==> src/rtl/alu_muldiv.sv <==
// alu_muldiv: iterative multiply/divide unit with HI/LO registers.
// MULT/MULTU use shift-add and DIV/DIVU use restoring division. Both run on
// unsigned magnitudes for WIDTH cycles. A one-cycle FIX state then applies the
// result signs and writes HI/LO. MTHI/MTLO write HI/LO directly in one cycle.
module alu_muldiv #(
  parameter int WIDTH = 32
) (
  input  logic             clk,
  input  logic             rst,
  input  logic             start,
  input  logic [2:0]       op,
  input  logic [WIDTH-1:0] A,
  input  logic [WIDTH-1:0] B,
  output logic             busy,
  output logic             done,
  output logic             div_zero,
  output logic [WIDTH-1:0] hi,
  output logic [WIDTH-1:0] lo
);

  localparam int CNT_W = $clog2(WIDTH + 1);

  typedef enum logic [1:0] {
    S_IDLE,
    S_MUL,
    S_DIV,
    S_FIX
  } state_t;

  state_t             state_q, state_d;
  logic [CNT_W-1:0]   cnt_q, cnt_d;
  // Multiply accumulator: upper half is the partial product, lower half the
  // multiplier as it shifts out.
  logic [2*WIDTH-1:0] acc_q, acc_d;
  // Multiplicand for MUL, divisor for DIV.
  logic [WIDTH-1:0]   opnd_q, opnd_d;
  logic [WIDTH:0]     rem_q, rem_d;
  // Dividend bits shift out of the top of this register and quotient bits
  // shift in at the bottom.
  logic [WIDTH-1:0]   quo_q, quo_d;
  logic [WIDTH-1:0]   a_orig_q, a_orig_d;
  logic               neg_res_q, neg_res_d;
  logic               neg_rem_q, neg_rem_d;
  logic               op_div_q, op_div_d;
  logic               dz_pend_q, dz_pend_d;
  logic [WIDTH-1:0]   hi_q, hi_d;
  logic [WIDTH-1:0]   lo_q, lo_d;
  logic               done_q, done_d;
  logic               div_zero_q, div_zero_d;

  // Operand conditioning and per-iteration datapath terms.
  logic               signed_op;
  logic [WIDTH-1:0]   mag_a, mag_b;
  logic [WIDTH:0]     mul_sum;
  logic [WIDTH:0]     div_shift;
  logic [WIDTH:0]     div_diff;
  logic               div_ge;
  logic [2*WIDTH-1:0] prod_fix;
  logic [WIDTH-1:0]   quo_fix;
  logic [WIDTH-1:0]   rem_fix;

  assign busy     = (state_q != S_IDLE);
  assign done     = done_q;
  assign div_zero = div_zero_q;
  assign hi       = hi_q;
  assign lo       = lo_q;

  // Datapath helpers: magnitudes, one shift-add step, one restoring-divide step, sign fix-up.
  always_comb begin
    signed_op = (op == 3'd0) || (op == 3'd2);
    mag_a     = (signed_op && A[WIDTH-1]) ? (-A) : A;
    mag_b     = (signed_op && B[WIDTH-1]) ? (-B) : B;

    mul_sum   = {1'b0, acc_q[2*WIDTH-1:WIDTH]} + (acc_q[0] ? {1'b0, opnd_q} : '0);

    div_shift = {rem_q[WIDTH-1:0], quo_q[WIDTH-1]};
    div_ge    = (div_shift >= {1'b0, opnd_q});
    div_diff  = div_shift - {1'b0, opnd_q};

    prod_fix  = neg_res_q ? (-acc_q) : acc_q;
    quo_fix   = neg_res_q ? (-quo_q) : quo_q;
    rem_fix   = neg_rem_q ? (-rem_q[WIDTH-1:0]) : rem_q[WIDTH-1:0];
  end

  // Next-state and register update logic for the FSM and HI/LO.
  always_comb begin
    state_d    = state_q;
    cnt_d      = cnt_q;
    acc_d      = acc_q;
    opnd_d     = opnd_q;
    rem_d      = rem_q;
    quo_d      = quo_q;
    a_orig_d   = a_orig_q;
    neg_res_d  = neg_res_q;
    neg_rem_d  = neg_rem_q;
    op_div_d   = op_div_q;
    dz_pend_d  = dz_pend_q;
    hi_d       = hi_q;
    lo_d       = lo_q;
    done_d     = 1'b0;
    div_zero_d = div_zero_q;

    case (state_q)
      S_IDLE: begin
        if (start) begin
          case (op)
            3'd0, 3'd1: begin
              state_d    = S_MUL;
              cnt_d      = CNT_W'(WIDTH);
              acc_d      = {{WIDTH{1'b0}}, mag_b};
              opnd_d     = mag_a;
              neg_res_d  = signed_op && (A[WIDTH-1] ^ B[WIDTH-1]);
              neg_rem_d  = 1'b0;
              op_div_d   = 1'b0;
              dz_pend_d  = 1'b0;
              div_zero_d = 1'b0;
            end
            3'd2, 3'd3: begin
              state_d    = S_DIV;
              cnt_d      = CNT_W'(WIDTH);
              rem_d      = '0;
              quo_d      = mag_a;
              opnd_d     = mag_b;
              a_orig_d   = A;
              neg_res_d  = signed_op && (A[WIDTH-1] ^ B[WIDTH-1]);
              neg_rem_d  = signed_op && A[WIDTH-1];
              op_div_d   = 1'b1;
              dz_pend_d  = (B == '0);
              div_zero_d = 1'b0;
            end
            3'd4: begin
              hi_d       = A;
              done_d     = 1'b1;
              div_zero_d = 1'b0;
            end
            3'd5: begin
              lo_d       = A;
              done_d     = 1'b1;
              div_zero_d = 1'b0;
            end
            default: begin
            end
          endcase
        end
      end

      S_MUL: begin
        acc_d = {mul_sum, acc_q[WIDTH-1:1]};
        cnt_d = cnt_q - CNT_W'(1);
        if (cnt_q == CNT_W'(1)) begin
          state_d = S_FIX;
        end
      end

      S_DIV: begin
        rem_d = div_ge ? div_diff : div_shift;
        quo_d = {quo_q[WIDTH-2:0], div_ge};
        cnt_d = cnt_q - CNT_W'(1);
        if (cnt_q == CNT_W'(1)) begin
          state_d = S_FIX;
        end
      end

      S_FIX: begin
        state_d = S_IDLE;
        done_d  = 1'b1;
        if (op_div_q) begin
          // Divide by zero overrides the natural restoring result.
          if (dz_pend_q) begin
            lo_d       = '1;
            hi_d       = a_orig_q;
            div_zero_d = 1'b1;
          end else begin
            lo_d = quo_fix;
            hi_d = rem_fix;
          end
        end else begin
          {hi_d, lo_d} = prod_fix;
        end
      end

      default: begin
        state_d = S_IDLE;
      end
    endcase
  end

  // FSM state register.
  always_ff @(posedge clk or posedge rst) begin
    if (rst) begin
      state_q <= S_IDLE;
    end else begin
      state_q <= state_d;
    end
  end

  // Datapath, result and flag registers.
  always_ff @(posedge clk or posedge rst) begin
    if (rst) begin
      cnt_q      <= '0;
      acc_q      <= '0;
      opnd_q     <= '0;
      rem_q      <= '0;
      quo_q      <= '0;
      a_orig_q   <= '0;
      neg_res_q  <= 1'b0;
      neg_rem_q  <= 1'b0;
      op_div_q   <= 1'b0;
      dz_pend_q  <= 1'b0;
      hi_q       <= '0;
      lo_q       <= '0;
      done_q     <= 1'b0;
      div_zero_q <= 1'b0;
    end else begin
      cnt_q      <= cnt_d;
      acc_q      <= acc_d;
      opnd_q     <= opnd_d;
      rem_q      <= rem_d;
      quo_q      <= quo_d;
      a_orig_q   <= a_orig_d;
      neg_res_q  <= neg_res_d;
      neg_rem_q  <= neg_rem_d;
      op_div_q   <= op_div_d;
      dz_pend_q  <= dz_pend_d;
      hi_q       <= hi_d;
      lo_q       <= lo_d;
      done_q     <= done_d;
      div_zero_q <= div_zero_d;
    end
  end

endmodule

==> config.mk <==
export PLATFORM = sky130hd
export DESIGN_NAME = alu_muldiv
export DESIGN_NICKNAME = d
export VERILOG_FILES = /design/src/rtl/alu_muldiv.sv
export SDC_FILE = /design/constraint.sdc
export NUM_CORES = 1
export LEC_CHECK = 0
export CORE_MARGIN = 2
export CORE_UTILIZATION = 61
export CTS_CLUSTER_DIAMETER = 60
export DETAILED_ROUTE_END_ITERATION = 8
export MAX_ROUTING_LAYER = met4
export PLACE_DENSITY = 0.8
export SYNTH_ARGS = -nofsm -noshare
export SYNTH_HDL_FRONTEND = slang
export SYNTH_SLANG_ARGS = --single-unit
==> constraint.sdc <==
create_clock -name clk -period 10.7 [get_ports clk]
set_input_delay 2.14 -clock clk [delete_from_list [all_inputs] [get_ports clk]]
set_output_delay 2.14 -clock clk [all_outputs]
set_load 0.05 [all_outputs]
=== Word level (Yosys, flattened, before mapping) ===
Index checks and enable logic that the tools add are counted.

* Register bits: 270
* Latch bits: 0
* Memory bits (writable): 0
* Bits in read-only memories: 0
* Bits of input ports: 70
* Output and inout port bits: 67
* Logic and storage cells: 119
* Memories: 0

* Add/subtract/negate cells: 8
* Multiply operators: 0
* Divide/modulo/power cells: 0
* Magnitude comparators: 1
* Equality and inequality tests: 20
* Shift operators: 0
* Muxes and demuxes: 45
* Bitwise gates (word level): 1
* Reduce and logical (&&, ||, !) cells: 29

{| class="wikitable"
|+ Operator list
! kind !! number
|-
| $mux 32 || 18
|-
| $pmux 32 s2 || 5
|-
| $mux 64 || 3
|-
| $neg 32->32 || 4
|-
| $pmux 64 s2 || 1
|-
| $neg 64->64 || 1
|-
| $add 32x32->33 || 1
|-
| $ge 33x32->1 || 1
|-
| $logic_not 32->1 || 1
|-
| $sub 32x32->32 || 1
|-
| $reduce_and 3->1 || 9
|-
| $mux 6 || 2
|-
| $pmux 6 s2 || 1
|-
| $reduce_bool 2->1 || 6
|-
| $ne 2x1->1 const B || 5
|-
| $ne 2x2->1 const B || 5
|-
| $pmux 1 s2 || 5
|-
| $reduce_or 2->1 || 4
|-
| $eq 3x2->1 const B || 2
|-
| $eq 3x3->1 const B || 2
|-
| $eq 6x1->1 const B || 1
|-
| $mux 1 || 6
|-
| $pmux 2 s3 || 1
|-
| $reduce_or 6->1 || 1
|-
| other kinds (14) || 18
|}

=== Longest topological paths before layout ===
* Depth after elaboration: 7
* Depth in mapped cells: 14
* Mapped depth without buffers: 13

=== Worst setup path before layout ===
OpenSTA, ideal clock, no wires.

* Kind: input port to flip-flop
* From: in A[4]
* To: reg opnd_q[29]
* Library setup time: 0.142 ns
* Arrival time: 4.371 ns
* Data required time: 10.558 ns
* Path slack: 6.186 ns
* Stages: 8
* Buffers on the path: 0
* Path through: or3_1 or4_1 nor3b_1 and3_1 nand3b_1 o41ai_1 xor2_1 o221ai_1

* Word-level cells in the longest chain between the ends: 3

{| class="wikitable"
|+ Ends and longest elaborated chain
! what !! line !! text
|-
| start: declaration || 12 || <nowiki>input logic [WIDTH-1:0] A,</nowiki>
|-
| $neg 32->32 || 71 || <nowiki>mag_a = (signed_op && A[WIDTH-1]) ? (-A) : A;</nowiki>
|-
| $mux 32 || 71 ||
|-
| $pmux 32 s2 || 106 || <nowiki>case (op)</nowiki>
|-
| end signal: assignment || 217 || <nowiki>opnd_q <= opnd_d;</nowiki>
|-
| end: declaration || 36 || <nowiki>logic [WIDTH-1:0] opnd_q, opnd_d;</nowiki>
|}

No other way between the ends.
A chain may end at the register's enable or synchronous reset.

=== Worst setup path in the final report ===
* From: in op[2]
* To: reg acc_q[51]

* Word-level cells in the longest chain between the ends: 4
* Elaborated cells between the ends (all ways): 5
* Classes of those cells: eq/ne (2); reduce/logical (3)

{| class="wikitable"
|+ Ends and longest elaborated chain
! what !! line !! text
|-
| start: declaration || 11 || <nowiki>input logic [2:0] op,</nowiki>
|-
| $eq 3x1->1 or $logic_not 3->1 (tied branches) || 106 ||
|-
| $reduce_or 2->1 (*) || 106 ||
|-
| $ne 2x1->1 (no line) (*) || n/a ||
|-
| $reduce_and 3->1 (no line) (*) || n/a ||
|-
| end signal: assignment || 201 || <nowiki>acc_q <= '0;</nowiki>
|-
| end signal: assignment || 216 || <nowiki>acc_q <= acc_d;</nowiki>
|-
| end: declaration || 34 || <nowiki>logic [2*WIDTH-1:0] acc_q, acc_d;</nowiki>
|}

Every way passes the cells marked *; elsewhere a longest branch is shown, timed or not.

==> results by group <==
Status
  • Status: completed

Placement
  • I/O Buffers: 136
  • GPL Wtd Cong: 1.04
  • Post-DP HPWL: 55200 um

Floorplan
  • Area of the die: 33500 sq um
  • Num ports: 137
  • CORE AREA: 31600 sq um
  • Core Rows: 65
  • Starting Density: 62.0%
  • Die height: 183 um
  • Chip Width: 183 um

Route
  • Pre-Repair DR Iteration Count: 8
  • DRC: 0
  • Initial DRC Count: 3295
  • Vias: 20.3k
  • Final ANT Viol Nets: 0
  • Vias per inst: 6.99
  • Routed wire length: 74500 um
  • WL per Instance: 25.6 um

Timing
  • Tcrit/Tclk final: 49.5%
  • Slew Viols, Final: 0
  • Period minus WS final: 5.30 ns
  • Max Clk Rate: 189 MHz
  • Worst slew margin: 9.98%
  • Worst Max-Slew Pin Slew: 1.35 ns
  • Final setup violation count: 0
  • RSZ-0062 raised after global routing: no
  • Clock Skew: 0.0243 ns
  • Final hold slack: 0.477 ns
  • Setup TNS: 0 ns
  • Hold Fails Final Rpt: 0

Clocking
  • TritonCTS buffer count: 36
  • CTS tree: built
  • Htree depth: 2
  • Gates resized, CTS repair: 0
  • Clock-pin slew on the worst setup and hold paths: 0.06 ns
  • Clk root buf: clkbuf_16
  • Postcts setup bufs: 0
  • Hold_buf cts: 0
  • Clock sinks: 270
  • Clk_lat worst skew: 0.56 ns
  • CTS max path bufs: 3

Yosys
  • Largest family of logic cells by synthesized area: compound AO/OA/AOI/OAI gates
  • Register area share after synthesis: 34.6%
  • Simple-gate share of the synthesized area: 18.6%
  • Area fraction in compound gates after synthesis: 25.6%
  • Netlist Area Pre-Place: 19600 sq um
  • Mean post-synth cell area: 8.03 sq um
  • Post-Synth Adder-Cell Area: 5.00%
  • Fraction of registers with async set/reset: 100%
  • Synth unique cells: 74
  • Most used DFF post-synth: dfrtp_1
  • #FFs+latches synth: 270
  • Post-synthesis mux area share: 1.04%
  • Synth warnings: 0
  • Syn Inst Count: 2436
  • Synth Area in XOR/XNOR: 10.5%
  • EDFF count, synth: 0
  • Post-Syn Nets: 2583

Final layout
  • Multi-input logic area: 12000 sq um
  • Layout cell share with drive strength beyond 1: 4.75%
  • Area delta synth->final: 13.8%
  • Final #Nets: 2625
  • # fillers: 2517
  • Sequential cell area: 6760 sq um
  • Final core utilization: 70.5%

GRT
  • Global-route wire length before repair: 113000 um
  • M2 GR Usage: 61.4%
  • Met1 Usage GRT: 62.0%
  • GR Util All Layers: 45.6%
  • Antenna violations before repair: 4
  • Gr busiest metal: met1
  • Vias in the first global route: 18.9k
  • Overflow after GRT: 0
  • M3 GR Usage: 13.2%
  • Largest net degree at the start of global routing: 148

Setup path
  • WP data arrival: 5.73 ns
  • Worst Path Required: 11.13 ns
  • CP max stage delay: 1.01 ns
  • Worst path cell trace: clkdlybuf4s50_1 -> or3_1 -> o21ai_2 -> nand2_1 -> buf_4 -> nor2_1 -> a221o_1
  • CP max FO: 47
  • Setup crit end kind: flip-flop
  • Critical path class: in -> reg
  • Setup crit start kind: input pin
  • Crit-path slowest cell: or3_1

Power
  • PwrDens: 316 nW/um^2
  • VDD IR max: 0.223 mV
  • Leakage: 9.25 nW

Hold path
  • Hold WC Path Type: reg -> reg

Job
  • Max-cap violations: 0
[registers in the layout, indices dropped and copies added, names as in the netlist]
name / flops
div_zero: 1
state_q: 2
neg_rem_q: 1
hi: 32
acc_q: 64
dz_pend_q: 1
op_div_q: 1
done: 1
rem_q: 32
opnd_q: 32
a_orig_q: 32
quo_q: 32
neg_res_q: 1
cnt_q: 6
lo: 32
[metrics by stage]
stage | cells | power (mW) | setup slack (ns) | cell area (sq um)
3_5_place_dp | 2842 | 5.67 | 5.05 | 21100
3_3_place_gp | 2842 | 5.57 | 5.14 | 21100
5_1_grt | 2909 | 7.38 | 5.22 | 22300
6_report | 2910 | 7.04 | 5.40 | 22300
4_1_cts | 2905 | 6.89 | 5.63 | 22200
2_1_floorplan | 2436 | 4.44 | 1.12 | 19600
[final timing paths]
check	slack (ns)	end	from	cells after the start
min reg2reg	0.48	lo[8]	lo[8]	2
max in group asynchronous	7.22	acc_q[9]	rst	3
max reg2reg	6.07	acc_q[60]	acc_q[0]	13
min in group asynchronous	2.14	lo[17]	rst	2
max	5.40	acc_q[51]	op[2]	7
min	0.48	lo[8]	lo[8]	2
[cells by family after synthesis]
group / after synthesis
flip-flops: 270
XOR/XNOR: 235
AND/OR/NAND/NOR: 810
buffers and inverters: 237
multiplexers: 20
AO/OA/AOI/OAI: 787
adder cells (fa/ha/maj): 77
[placed cells by master (no fill, tap or decap), drive strengths merged, types with 11 or more instances in the layout]
master,instances
o41ai,19
nand2b,24
a21o,30
xnor2,137
xor2,98
o31ai,52
inv,87
nand4,14
clkbuf,46
o21ai,207
or3,31
clkdlybuf4s50,136
a21oi,180
dfrtp,270
nand3,31
nor3,25
ha,75
a211oi,37
a221oi,11
o221ai,52
or2,11
nor2,222
or4,21
nor4,26
o211ai,30
a32oi,13
nor2b,14
mux2i,18
buf,23
nand2,356
a31oi,34
o22ai,61
[per-layer routing]
| layer | vias to the layer above | share of wire, % |
|---|---|---|
| met1 | 9671 | 39 |
| met4 | 0 | 6.3 |
| met3 | 299 | 14 |
| met2 | 1473 | 40 |
| met5 | - | 0 |
| li1 | 8899 | - |
[critical path: cells and delay by family]
kind,cells,cell delay (ns)
AO/OA/AOI/OAI,2,1.03
buffers and inverters,2,1.19
AND/OR/NAND/NOR,3,1.31
[cell usage after synthesis (all sizes together), types with 25 or more instances]
| cell type | count | area [sq um] |
|---|---|---|
| a21oi | 180 | 901 |
| o211ai | 30 | 225 |
| a21o | 30 | 225 |
| nor4 | 26 | 163 |
| o31ai | 52 | 390 |
| o22ai | 61 | 382 |
| nor2 | 222 | 833 |
| dfrtp | 270 | 6760 |
| ha | 75 | 938 |
| clkbuf | 137 | 514 |
| inv | 81 | 304 |
| xnor2 | 137 | 1200 |
| xor2 | 98 | 858 |
| o221ai | 52 | 455 |
| or3 | 31 | 199 |
| o21ai | 207 | 1040 |
| a31oi | 34 | 213 |
| a211oi | 37 | 278 |
| nand3 | 31 | 155 |
| nand2 | 356 | 1340 |
| nor3 | 25 | 125 |
[final cells by class]
cell class	instances	area share, %
inverters	82	1.42
diodes	5	0.0562
clock inverters	17	0.888
multi-input cells	1929	53.7
well taps	402	2.26
repair buffers	159	6.95
clock buffers	46	4.35
flip-flops and latches	270	30.4
[where the power goes]
group	leakage (nW)	total (mW)	internal, mW	switching, mW
clock network	0.563	1.21	0.702	0.513
logic	5.38	3.91	1.35	2.56
registers	3.30	1.92	1.42	0.493
Note: power is estimated with default switching activity, not from simulation.
